File: config.mk
export PLATFORM = sky130hd
export DESIGN_NAME = flash_audio_reader_flat
export DESIGN_NICKNAME = d
export VERILOG_FILES = /design/src/rtl/flash_audio_reader_pkg.sv /design/src/rtl/flash_audio_reader_if.sv /design/src/rtl/flash_audio_reader.sv /design/src/flat_wrapper.sv
export SDC_FILE = /design/constraint.sdc
export NUM_CORES = 1
export LEC_CHECK = 0
export BUFFER_PORTS_ARGS = -buffer_cell sky130_fd_sc_hd__buf_4
export CORE_ASPECT_RATIO = 0.7
export CORE_MARGIN = 10
export CORE_UTILIZATION = 52
export DETAILED_ROUTE_END_ITERATION = 7
export PLACE_DENSITY = 0.78
export SETUP_SLACK_MARGIN = 0.05
export SYNTH_ARGS = -nofsm -noshare
export SYNTH_HDL_FRONTEND = slang
export SYNTH_SLANG_ARGS = --single-unit
File: constraint.sdc
create_clock -name clk50 -period 4 [get_ports clk50]
set_input_delay 1.2 -clock clk50 [delete_from_list [all_inputs] [get_ports clk50]]
set_output_delay 1.2 -clock clk50 [all_outputs]
set_load 0.005 [all_outputs]
File: src/rtl/flash_audio_reader_pkg.sv
// Shared types and constants for the flash-backed audio sample reader.
package audio_pkg;

    typedef enum logic [1:0] {
        IDLE,
        REQ,
        WAIT_DV,
        EMIT
    } state_e;

    localparam logic [22:0] END_ADDR_DEFAULT = 23'h7FFFF;
    localparam logic [3:0]  FLASH_BE_ALL     = 4'hF;

endpackage

File: src/rtl/flash_audio_reader_if.sv
// Avalon-MM read-only port between the audio reader (master) and flash (slave).
interface flash_audio_reader_if #(
    parameter int ADDR_W = 23
);
    logic              flash_read;
    logic [ADDR_W-1:0] flash_address;
    logic [3:0]        flash_byteenable;
    logic              flash_waitrequest;
    logic [31:0]       flash_readdata;
    logic              flash_readdatavalid;

    modport master (
        output flash_read, flash_address, flash_byteenable,
        input  flash_waitrequest, flash_readdata, flash_readdatavalid
    );

    modport slave (
        input  flash_read, flash_address, flash_byteenable,
        output flash_waitrequest, flash_readdata, flash_readdatavalid
    );
endinterface

File: src/rtl/flash_audio_reader.sv
// Turns the per-sample strobe into signed 16-bit samples fetched two-per-word
// from flash, walking the image forward or backward with wrap-around.
module flash_audio_reader
    import audio_pkg::*;
#(
    parameter int              ADDR_W   = 23,
    parameter logic [ADDR_W-1:0] END_ADDR = ADDR_W'(END_ADDR_DEFAULT)
) (
    input  logic        clk50,
    input  logic        reset,
    input  logic        sample_tick,
    input  logic        play,
    input  logic        dir,
    input  logic        restart,
    flash_audio_reader_if.master fl,
    output logic [15:0] audio_out,
    output logic        audio_valid,
    output logic        overrun
);

    state_e            state_q, state_d;
    logic [ADDR_W-1:0] word_addr_q, word_addr_d;
    logic              half_q, half_d;
    logic [31:0]       word_buf_q, word_buf_d;
    logic              word_dir_q, word_dir_d;
    logic              restart_pend_q, restart_pend_d;
    logic              flash_read_q, flash_read_d;
    logic [ADDR_W-1:0] flash_address_q, flash_address_d;
    logic [15:0]       audio_out_q, audio_out_d;
    logic              audio_valid_q, audio_valid_d;
    logic              overrun_q, overrun_d;

    function automatic logic [ADDR_W-1:0] next_addr(input logic [ADDR_W-1:0] a,
                                                    input logic bwd);
        if (bwd)
            return (a == '0) ? END_ADDR : a - ADDR_W'(1);
        else
            return (a == END_ADDR) ? '0 : a + ADDR_W'(1);
    endfunction

    always_comb begin
        state_d         = state_q;
        word_addr_d     = word_addr_q;
        half_d          = half_q;
        word_buf_d      = word_buf_q;
        word_dir_d      = word_dir_q;
        restart_pend_d  = restart_pend_q;
        flash_read_d    = flash_read_q;
        flash_address_d = flash_address_q;
        audio_out_d     = audio_out_q;
        audio_valid_d   = 1'b0;
        overrun_d       = overrun_q;

        case (state_q)
            IDLE: begin
                if (restart || restart_pend_q) begin
                    word_addr_d    = dir ? END_ADDR : '0;
                    half_d         = 1'b0;
                    restart_pend_d = 1'b0;
                end else if (sample_tick && play) begin
                    if (!half_q) begin
                        state_d         = REQ;
                        flash_read_d    = 1'b1;
                        flash_address_d = word_addr_q;
                        word_dir_d      = dir;
                    end else begin
                        // Second sample comes from the buffer in the order the word was fetched.
                        audio_out_d   = word_dir_q ? word_buf_q[15:0] : word_buf_q[31:16];
                        audio_valid_d = 1'b1;
                        word_addr_d   = next_addr(word_addr_q, word_dir_q);
                        half_d        = 1'b0;
                    end
                end
            end

            REQ: begin
                if (sample_tick) overrun_d = 1'b1;
                if (restart) restart_pend_d = 1'b1;
                if (!fl.flash_waitrequest) begin
                    flash_read_d = 1'b0;
                    state_d      = WAIT_DV;
                end
            end

            WAIT_DV: begin
                if (sample_tick) overrun_d = 1'b1;
                if (restart) restart_pend_d = 1'b1;
                if (fl.flash_readdatavalid) begin
                    // A restart during the fetch drops the word; IDLE applies it.
                    if (restart || restart_pend_q) begin
                        state_d = IDLE;
                    end else begin
                        word_buf_d    = fl.flash_readdata;
                        audio_out_d   = word_dir_q ? fl.flash_readdata[31:16]
                                                   : fl.flash_readdata[15:0];
                        audio_valid_d = 1'b1;
                        half_d        = 1'b1;
                        state_d       = EMIT;
                    end
                end
            end

            EMIT: begin
                if (sample_tick) overrun_d = 1'b1;
                if (restart) restart_pend_d = 1'b1;
                state_d = IDLE;
            end

            default: state_d = IDLE;
        endcase
    end

    always_ff @(posedge clk50 or posedge reset) begin
        if (reset) begin
            state_q         <= IDLE;
            word_addr_q     <= '0;
            half_q          <= 1'b0;
            word_buf_q      <= '0;
            word_dir_q      <= 1'b0;
            restart_pend_q  <= 1'b0;
            flash_read_q    <= 1'b0;
            flash_address_q <= '0;
            audio_out_q     <= '0;
            audio_valid_q   <= 1'b0;
            overrun_q       <= 1'b0;
        end else begin
            state_q         <= state_d;
            word_addr_q     <= word_addr_d;
            half_q          <= half_d;
            word_buf_q      <= word_buf_d;
            word_dir_q      <= word_dir_d;
            restart_pend_q  <= restart_pend_d;
            flash_read_q    <= flash_read_d;
            flash_address_q <= flash_address_d;
            audio_out_q     <= audio_out_d;
            audio_valid_q   <= audio_valid_d;
            overrun_q       <= overrun_d;
        end
    end

    assign fl.flash_read       = flash_read_q;
    assign fl.flash_address    = flash_address_q;
    assign fl.flash_byteenable = FLASH_BE_ALL;
    assign audio_out           = audio_out_q;
    assign audio_valid         = audio_valid_q;
    assign overrun             = overrun_q;

endmodule

File: src/flat_wrapper.sv
// flat-port wrapper written by rule: the top's interface ports become plain ports
module flash_audio_reader_flat import audio_pkg::*;
#(
    parameter int              ADDR_W   = 23,
    parameter logic [ADDR_W-1:0] END_ADDR = ADDR_W'(END_ADDR_DEFAULT)
)
  (clk50, reset, sample_tick, play, dir, restart, audio_out, audio_valid, overrun, fl_flash_read, fl_flash_address, fl_flash_byteenable, fl_flash_waitrequest, fl_flash_readdata, fl_flash_readdatavalid);
  flash_audio_reader_if #(.ADDR_W(ADDR_W)) fl_i ();
  input  logic clk50;
  input  logic reset;
  input  logic sample_tick;
  input  logic play;
  input  logic dir;
  input  logic restart;
  output logic [15:0] audio_out;
  output logic audio_valid;
  output logic overrun;
  output wire logic [$bits(fl_i.flash_read)-1:0] fl_flash_read;
  output wire logic [$bits(fl_i.flash_address)-1:0] fl_flash_address;
  output wire logic [$bits(fl_i.flash_byteenable)-1:0] fl_flash_byteenable;
  input wire logic [$bits(fl_i.flash_waitrequest)-1:0] fl_flash_waitrequest;
  input wire logic [$bits(fl_i.flash_readdata)-1:0] fl_flash_readdata;
  input wire logic [$bits(fl_i.flash_readdatavalid)-1:0] fl_flash_readdatavalid;
  assign fl_flash_read = fl_i.flash_read;
  assign fl_flash_address = fl_i.flash_address;
  assign fl_flash_byteenable = fl_i.flash_byteenable;
  assign fl_i.flash_waitrequest = fl_flash_waitrequest;
  assign fl_i.flash_readdata = fl_flash_readdata;
  assign fl_i.flash_readdatavalid = fl_flash_readdatavalid;
  flash_audio_reader #(.ADDR_W(ADDR_W), .END_ADDR(END_ADDR)) u_core (.clk50(clk50), .reset(reset), .sample_tick(sample_tick), .play(play), .dir(dir), .restart(restart), .fl(fl_i), .audio_out(audio_out), .audio_valid(audio_valid), .overrun(overrun));
endmodule
# Word level (Yosys, flattened, before mapping)
# Cells that the tools add are included.
# op_classes
n_mux	41
n_reduce_logical	18
n_eq_ne	14
n_bitwise	2
addsub	2
# ops
operator	n
23-bit two-way mux	6
16-bit two-way mux	7
16-bit one-hot mux with 2 select lines	1
23-bit by 1-bit adder with 23-bit output, second input constant	1
23-bit by 19-bit equality test with 1-bit output, second input constant	1
23-bit logical NOT	1
23-bit by 1-bit subtractor with 23-bit output, second input constant	1
19-bit two-way mux	1
1-bit two-way mux	15
2-bit two-way mux	6
2-bit != test, second input constant	5
5-bit AND reduction	2
2-bit by 1-bit != test with 1-bit output, second input constant	4
1-bit one-hot mux with 2 select lines	4
2-bit one-hot mux with 4 select lines	1
4-bit AND reduction	2
2-bit nonzero test	4
3-bit AND reduction	2
6-bit AND reduction	1
2-bit equality test, second input constant	2
2-bit AND reduction	2
3-bit by 1-bit != test with 1-bit output, second input constant	1
3-bit OR reduction	1
2-bit by 1-bit equality test with 1-bit output, second input constant	1
other kinds (4)	5
# totals
input_bits	40
reg_bits	102

# Logic depth before layout (Yosys ltp)
# Gate-level depths: netlist (run 1).
# logic_depth
ltp_word	6
mapped_depth	8
mapped_depth_nobuf	8

# Worst setup path before layout (run 1)
# OpenSTA, ideal clock, no wires.
# synth_timing
path_type	input-to-reg
start	input restart
end	register u_core.flash_address_q[10] (netlist: u_core.fl.flash_address[10])
required_ps	3875
t_arrival_ps	2807
n_path_buf	2
slack_ps	1068
cell_stages	5
path_cell_list	or2_2 -> clkbuf_1 -> nor4_2 -> buf_2 -> mux2_2
# synth_via
elab_chain_len	3
# synth_rtl
element	line	text
from (decl)	flat_wrapper.sv:14	input logic restart;
1-bit logical OR	flash_audio_reader.sv:56	if (restart || restart_pend_q) begin
1-bit NOT (no line)	n/a	
4-bit AND reduction (no line)	n/a	
to (signal assigned)	flash_audio_reader.sv:134	flash_address_q <= flash_address_d;
to (decl)	flash_audio_reader.sv:28	logic [ADDR_W-1:0] flash_address_q, flash_address_d;
# Every way passes these cells.
# A chain may end at the register's enable or synchronous reset.

# Final worst setup path (run 1)
# layout_timing
start	input restart
end	register u_core.audio_out_q[9] (netlist: u_core.audio_out[9])
# layout_via
elab_chain_len	3
word_cells_on_any_way	4
classes_between	eq/ne (2); reduce/logical (2)
# layout_rtl
element	line	text
1-bit logical OR *	flash_audio_reader.sv:56, flash_audio_reader.sv:90	
2-bit != test (no line)	n/a	
6-bit AND reduction (no line) *	n/a	
to (signal assigned)	flash_audio_reader.sv:135	audio_out_q <= audio_out_d;
to (decl)	flash_audio_reader.sv:29	logic [15:0] audio_out_q, audio_out_d;
# Mark *: on every way between the ends. The rest lies on a longest branch, timed or not.

==> impl_metrics.csv, run 1 <==
group,metric,value,unit
outcome,status,"completed",
clock_network,cts.sinks,102,
logic_synthesis,synthXorXnorAreaFrac,4.40,%
timing,max_freq,0.351,GHz
timing,maxSlewViolCount,0,
logic_synthesis,synth.top_cell.area_share,45.8,%
cells_and_area,multi_input_area,2700,um2
route,vias,4037,
clock_network,h-tree-depth,3,
critical_path,required,4240,ps
logic_synthesis,synth-seq-cells,102,
cells_and_area,n_antenna_cell,0,
logic_synthesis,syn_inst,468,
cells_and_area,fin_util,61.7,%
timing,slew_headroom,33.4,%
route,drc,0,
pwr,power_switching_share,38.2,%
logic_synthesis,synth_area_leaders,"dfrtp_1 (46%), mux2_2 (14%), mux4_2 (6.5%)",
route,routed_wl,13200,um
clock_network,cts_hold_buf,0,
logic_synthesis,synth_edf_count,0,
placed_design,io_buffers,81,
clock_network,clock_path_buffers,2,
critical_path,startpoint_type,"primary input",
cells_and_area,area_growth,15.0,%
pwr,powerDensity,775,nW/um2
pwr,seqPwrFrac,40.6,%
timing,setup_viol,0,
timing,clock_skew,7.23,ps
route,wire_per_inst,19.7,um
global_route,overflow,0,
logic_synthesis,async_reset_ff_share,100,%
critical_path,crit_fanout,17,
timing,period_minus_slack,2850,ps
global_route,grt_max_degree,52,
route,first_iter_violations,417,
pwr,p_int,3070,uW
logic_synthesis,synth_fa_ha_area_share,0.674,%
cells_and_area,seq_area,2550,um2
logic_synthesis,avgSynthCellArea,11.9,um2
logic_synthesis,synthMuxAreaShare,21.2,%
logic_synthesis,synth_top_family_by_area,"multiplexers",
pwr,switchingPower,1890,uW
clock_network,cts_setup_buffers,0,
placed_design,gp_congestion,0.903,
route,drt-pass1-iter-count,5,
clock_network,cts_tree,"done",
global_route,grt_pass1_vias,4101,
cells_and_area,nFillCells,819,
run,maxCapViolCount,0,
critical_path,worstSetupEndpointType,"flip-flop",
timing,finalHoldViolCount,0,
route,post_drt_via_cell_ratio,6.04,
global_route,grt_first_pass_wirelength,21700,um
die,die-area,15300,um2
logic_synthesis,synth.largest_area_cell,"dfrtp_1",
die,row_count,31,
die,die_w,144,um
global_route,antenna_found_initial,0,
cells_and_area,layout-drive-gt1-share,40.1,%
pwr,total_power,4970,uW
clock_network,clkTransAtPathRegs,70,ps
global_route,grt_usage,17.6,%
critical_path,crit_type,"primary input to flip-flop",
placed_design,dpl.hpwl,9350,um
logic_synthesis,synth_ff_type,"dfrtp_1",
timing,rsz0062_at_grt,"no",
timing,worst_pin_slew,999,ps
cells_and_area,stdcell_count,668,
pwr,max-vdd-ir-drop,390,uV
pwr,power.leakage,0.00276,uW
die,die_h,107,um
pwr,pwr-share-clk,17.2,%
logic_synthesis,synth-simple-area-share,11.9,%
clock_network,insertion_delay,360,ps
min_path,hold_class,"flip-flop to flip-flop",
route,drtAntennaViolNets,0,
logic_synthesis,syn-cell-area,5570,um2
logic_synthesis,synth_warnings,0,
timing,post-route-period-util,71.1,%
logic_synthesis,synth_compound_area_share,9.86,%
critical_path,cp_data_arrival_time,3080,ps
die,ioPinCount,86,
logic_synthesis,ys_seq_area_share,45.8,%
pwr,p_comb_share,42.1,%
clock_network,clock-root-buffer,"clkbuf_16",
logic_synthesis,synthDistinctLibCells,60,
timing,whs,465,ps
clock_network,cts-resized-gates,0,
die,coreArea,10400,um2
clock_network,cts_buffers,9,
timing,tns,0,ps
die,initial_core_util,53.6,%
placed_design,dp_cells,652,
cells_and_area,nets,574,
-- Yosys cell counts, drive strengths merged (13+ instances only) --
library cell  instances
nand3                13
o21ai                27
xnor2                15
nand2                21
clkbuf               13
xor2                 13
buf                  26
nor3                 20
nor2                 27
a21oi                14
a221oi               13
dfrtp               102
mux4                 16
mux2                 71
-- logic make-up (layout without fill, tap and decap cells) --
kind of cell / Yosys count / count (layout)
AO/OA/AOI/OAI: 77 / 77
XOR/XNOR: 28 / 28
adder cells (fa/ha/maj): 3 / 3
buffers and inverters: 48 / 113
flip-flops: 102 / 102
multiplexers: 89 / 89
other: 1 / 4
AND/OR/NAND/NOR: 120 / 120
-- path summary, 6_finish.rpt --
path                                       start                     end  slack [ps]  cells past startpoint
max                                      restart     u_core.audio_out[9]        1150                      5
max in group asynchronous                  reset     u_core.audio_out[4]        2260                      3
min                               u_core.overrun          u_core.overrun         460                      1
max reg2reg                u_core.word_addr_q[0]  u_core.word_addr_q[22]        1200                      8
min reg2reg                       u_core.overrun          u_core.overrun         460                      1
min in group asynchronous                  reset  u_core.word_addr_q[12]         930                      2
-- cell usage in the layout (no fill, tap or decap), types with 2 or more instances in the layout --
| cell type | n |
|---|---|
| dfrtp_1 | 101 |
| buf_4 | 89 |
| mux2_2 | 71 |
| nor2_1 | 27 |
| o21ai_0 | 27 |
| nand2_1 | 21 |
| nor3_1 | 19 |
| mux4_2 | 16 |
| xnor2_1 | 15 |
| a21oi_1 | 14 |
| xor2_1 | 13 |
| nand3_1 | 12 |
| clkbuf_16 | 9 |
| nor4_1 | 7 |
| a221oi_2 | 7 |
| inv_1 | 6 |
| a221oi_1 | 6 |
| nand4_1 | 4 |
| or3_1 | 4 |
| a31oi_1 | 4 |
| conb_1 | 4 |
| inv_6 | 4 |
| nand2b_1 | 3 |
| or2_2 | 3 |
| a21o_1 | 3 |
| o31ai_1 | 3 |
| ha_1 | 3 |
| nor4_4 | 2 |
| o21a_1 | 2 |
| a211oi_1 | 2 |
| o32ai_1 | 2 |
| and3_1 | 2 |
| nand4b_1 | 2 |
| and2_1 | 2 |
| mux2i_1 | 2 |
| or4_1 | 2 |
-- worst max-delay path, stage by stage --
cell    delay [ps]
buf_4          110
or2_2          350
nor3_2         370
a21o_1         620
mux2_2         420
-- power by group through the flow --
stage,Combinational (uW),Clock [uW],Sequential [uW]
after detailed placement,2090,0,2020
after floorplan,1770,0,1760
after CTS,2110,874,2010
after global routing,2290,921,2090
final,2090,856,2020
after global placement,2020,0,1980
-- per-layer routing --
layer / up-vias / global-route usage [%] / wire length [um]
met5: - / 0 / 0
met4: 0 / 4.00 / 121
met2: 152 / 26.7 / 6080
met3: 14 / 5.03 / 999
met1: 2028 / 24.5 / 5990
li1: 1843 / - / -
-- cell type report --
class	count	share of cell area (%)
multi-input combinational	321	42.1
sequential	102	39.8
timing repair buffer	89	10.4
clock buffer	9	3.51
tap	132	2.58
clock inverter	7	1.01
inverter	8	0.507
-- sequential cells by signal, summed over array words and instances (netlist names) --
name	count
u_core.word_buf_q	32
u_core.overrun	1
u_core.fl.flash_read	1
u_core.fl.flash_address	23
u_core.audio_valid	1
u_core.half_q	1
u_core.restart_pend_q	1
u_core.audio_out	16
u_core.word_addr_q	23
u_core.state_q	2
u_core.word_dir_q	1
-- stage by stage --
stage / setup WS (ps) / cell area [um2]
floorplan: 125 / 5580
global placement: 831 / 6120
detailed placement: 768 / 6120
CTS: 1140 / 6410
global route: 960 / 6410
finish: 1150 / 6410
No activity file was read; power rests on OpenSTA's default activity.
==> run 2: changes to the inputs <==
Settings changed: ABC_AREA from default to 1, CORE_UTILIZATION 52 to 58, PLACE_DENSITY 0.78 to 0.82.
Clock period 4 ns to 2.9 ns, I/O delays scaled along.
==> impl_metrics.csv, run 2 <==
group,metric,value,unit
die,die_w,143,um
global_route,grt_max_degree,103,
die,row_count,31,
placed_design,dp_cells,982,
route,drc,0,
logic_synthesis,synth-seq-cells,102,
critical_path,cpMaxStageDelayCell,"dfrtp_1",
global_route,grt_util_met2,35.0,%
route,first_iter_violations,561,
clock_network,cts_buffers,9,
critical_path,worstPathCellList,"inv_1 > ha_1 > nand2_2 > nor2_1 > nand3_1 > nand3_1 > nand2_1 > nand2_1 > nand2_1 > a21oi_1",
clock_network,h-tree-depth,3,
clock_network,cts_hold_buf,0,
timing,maxSlewViolCount,0,
logic_synthesis,synth_ff_type,"dfrtp_1",
global_route,grt_use_met3,6.41,%
logic_synthesis,synth_area_leaders,"dfrtp_1 (42%), nand2_1 (10%), o21ai_0 (7.2%)",
route,wire_per_inst,17.3,um
logic_synthesis,synth_warnings,0,
die,die-area,15100,um2
placed_design,place_ws,638,ps
die,coreArea,10300,um2
cells_and_area,layout_common_cells,"nand2_1 (167), dfrtp_1 (102), nor2_1 (98)",
cells_and_area,largest_register_ffs,32,
critical_path,worstSetupEndpointType,"flip-flop",
global_route,grt_usage,23.2,%
critical_path,critPathBufInv,1,
logic_synthesis,syn-cell-area,6110,um2
critical_path,r2r_setup_slack,900,ps
critical_path,crit_fanout,7,
timing,slew_headroom,64.0,%
cells_and_area,multi_input_area,3050,um2
cells_and_area,nets,904,
logic_synthesis,avgSynthCellArea,7.65,um2
logic_synthesis,ys_seq_area_share,41.8,%
die,die_h,106,um
critical_path,startpoint_type,"flip-flop",
cells_and_area,final_common_cell,"nand2_1",
run,maxCapViolCount,0,
logic_synthesis,synth.largest_area_cell,"dfrtp_1",
cells_and_area,stdcell_count,998,
logic_synthesis,ys_top_cells_by_count,"nand2_1 (167), dfrtp_1 (102), nor2_1 (98), o21ai_0 (88), inv_1 (61)",
global_route,antenna_found_initial,0,
cells_and_area,n_antenna_cell,0,
critical_path,path_delay_family,"simple AND/OR/NAND/NOR gates",
critical_path,max_stage_delay,420,ps
min_path,holdPathEnd,"u_core.overrun",
min_path,hold_start,"u_core.overrun",
clock_network,clock-root-buffer,"clkbuf_16",
cells_and_area,fin_util,68.1,%
clock_network,clkTransAtPathRegs,70,ps
timing,period_minus_slack,2000,ps
logic_synthesis,synthDistinctLibCells,43,
timing,clock_skew,6.61,ps
timing,layout_setup_ws,897,ps
die,ioPinCount,86,
cells_and_area,max_flop_register,"u_core.word_buf_q",
logic_synthesis,synth_edf_count,0,
timing,worst_pin_slew,540,ps
cells_and_area,layout-drive-gt1-share,21.8,%
die,initial_core_util,59.2,%
route,post_drt_via_cell_ratio,5.68,
route,drt-pass1-iter-count,5,
route,routed_wl,17300,um
global_route,top_usage_layer,"met2",
placed_design,gp_congestion,0.957,
cells_and_area,seq_area,2550,um2
critical_path,rr_worst_depth,10,
timing,tns,0,ps
placed_design,dpl.hpwl,12600,um
timing,setup_viol,0,
cells_and_area,area_growth,15.1,%
route,drtAntennaViolNets,0,
global_route,grt_first_pass_wirelength,28600,um
logic_synthesis,syn_inst,798,
critical_path,r2r_end,"u_core.word_addr_q[14]",
route,vias,5673,
logic_synthesis,synth.top_cell.area_share,41.8,%
clock_network,clock_path_buffers,2,
global_route,grt_pass1_vias,5580,
pwr,max-vdd-ir-drop,556,uV
clock_network,cts.sinks,102,
pwr,powerDensity,1040,nW/um2
min_path,min_path_cells,1,
clock_network,cts_setup_buffers,0,
min_path,hold_class,"flip-flop to flip-flop",
critical_path,r2r-start,"u_core.word_addr_q[0]",
critical_path,crit_type,"flip-flop to flip-flop",
critical_path,required,3170,ps
outcome,status,"completed",
global_route,overflow,0,
pwr,power.leakage,0.00334,uW
logic_synthesis,async_reset_ff_share,100,%
placed_design,io_buffers,81,
clock_network,insertion_delay,350,ps
logic_synthesis,post-synth-top-count-cell,"nand2_1",
global_route,grtUsageMet1,32.2,%
clock_network,cts_tree,"done",
timing,max_freq,0.499,GHz
critical_path,critPathMostFrequentCell,"nand2_1",
clock_network,cts-resized-gates,0,
timing,rsz0062_at_grt,"no",
cells_and_area,nFillCells,888,
critical_path,cp_data_arrival_time,2280,ps
timing,post-route-period-util,69.1,%
timing,finalHoldViolCount,0,
==> run 2: worst max path at each step <==
| stage | start | end | slack (ps) | cells after the start |
|---|---|---|---|---|
| after floorplan | reset | u_core.audio_out[0] | 810 | 1 |
| after global placement | restart | u_core.word_buf_q[16] | 690 | 5 |
| after detailed placement | restart | u_core.audio_out[4] | 640 | 7 |
| after CTS | u_core.word_addr_q[0] | u_core.word_addr_q[14] | 940 | 10 |
| after global routing | u_core.word_addr_q[0] | u_core.word_addr_q[14] | 720 | 10 |
| final | u_core.word_addr_q[0] | u_core.word_addr_q[14] | 900 | 10 |
==> run 2: cells by family after synthesis <==
group	synth area share, %
AND/OR/NAND/NOR	30.0
AO/OA/AOI/OAI	15.3
buffers and inverters	8.36
flip-flops	41.8
multiplexers	2.40
XOR/XNOR	1.43
adder cells (fa/ha/maj)	0.615
other	0.0614
==> run 2: layout make-up <==
| cell class | count | share of cell area, % |
|---|---|---|
| inverter | 68 | 3.70 |
| sequential | 102 | 36.3 |
| clock inverter | 5 | 0.605 |
| timing repair buffer | 93 | 10.1 |
| multi-input combinational | 587 | 43.5 |
| tap | 132 | 2.35 |
| clock buffer | 11 | 3.45 |
==> run 2: where the power goes <==
| part | total, uW | internal (uW) | switching, uW |
|---|---|---|---|
| clock network | 1190 | 618 | 567 |
| logic | 3450 | 1380 | 2070 |
| registers | 2670 | 2050 | 614 |
==> run 2: routing by layer <==
metal	wire (um)	up-vias
met5	0	-
met4	222	0
met3	1530	22
met2	7630	229
met1	7910	2683
li1	-	2739
==> run 2: through the flow <==
step | power (uW) | cell area [um2] | hold WS, ps
floorplan | 4990 | 6120 | 448
global placement | 5920 | 6740 | 442
detailed placement | 6090 | 6740 | 469
CTS | 7300 | 7030 | 490
global route | 7870 | 7030 | 511
finish | 7300 | 7030 | 485
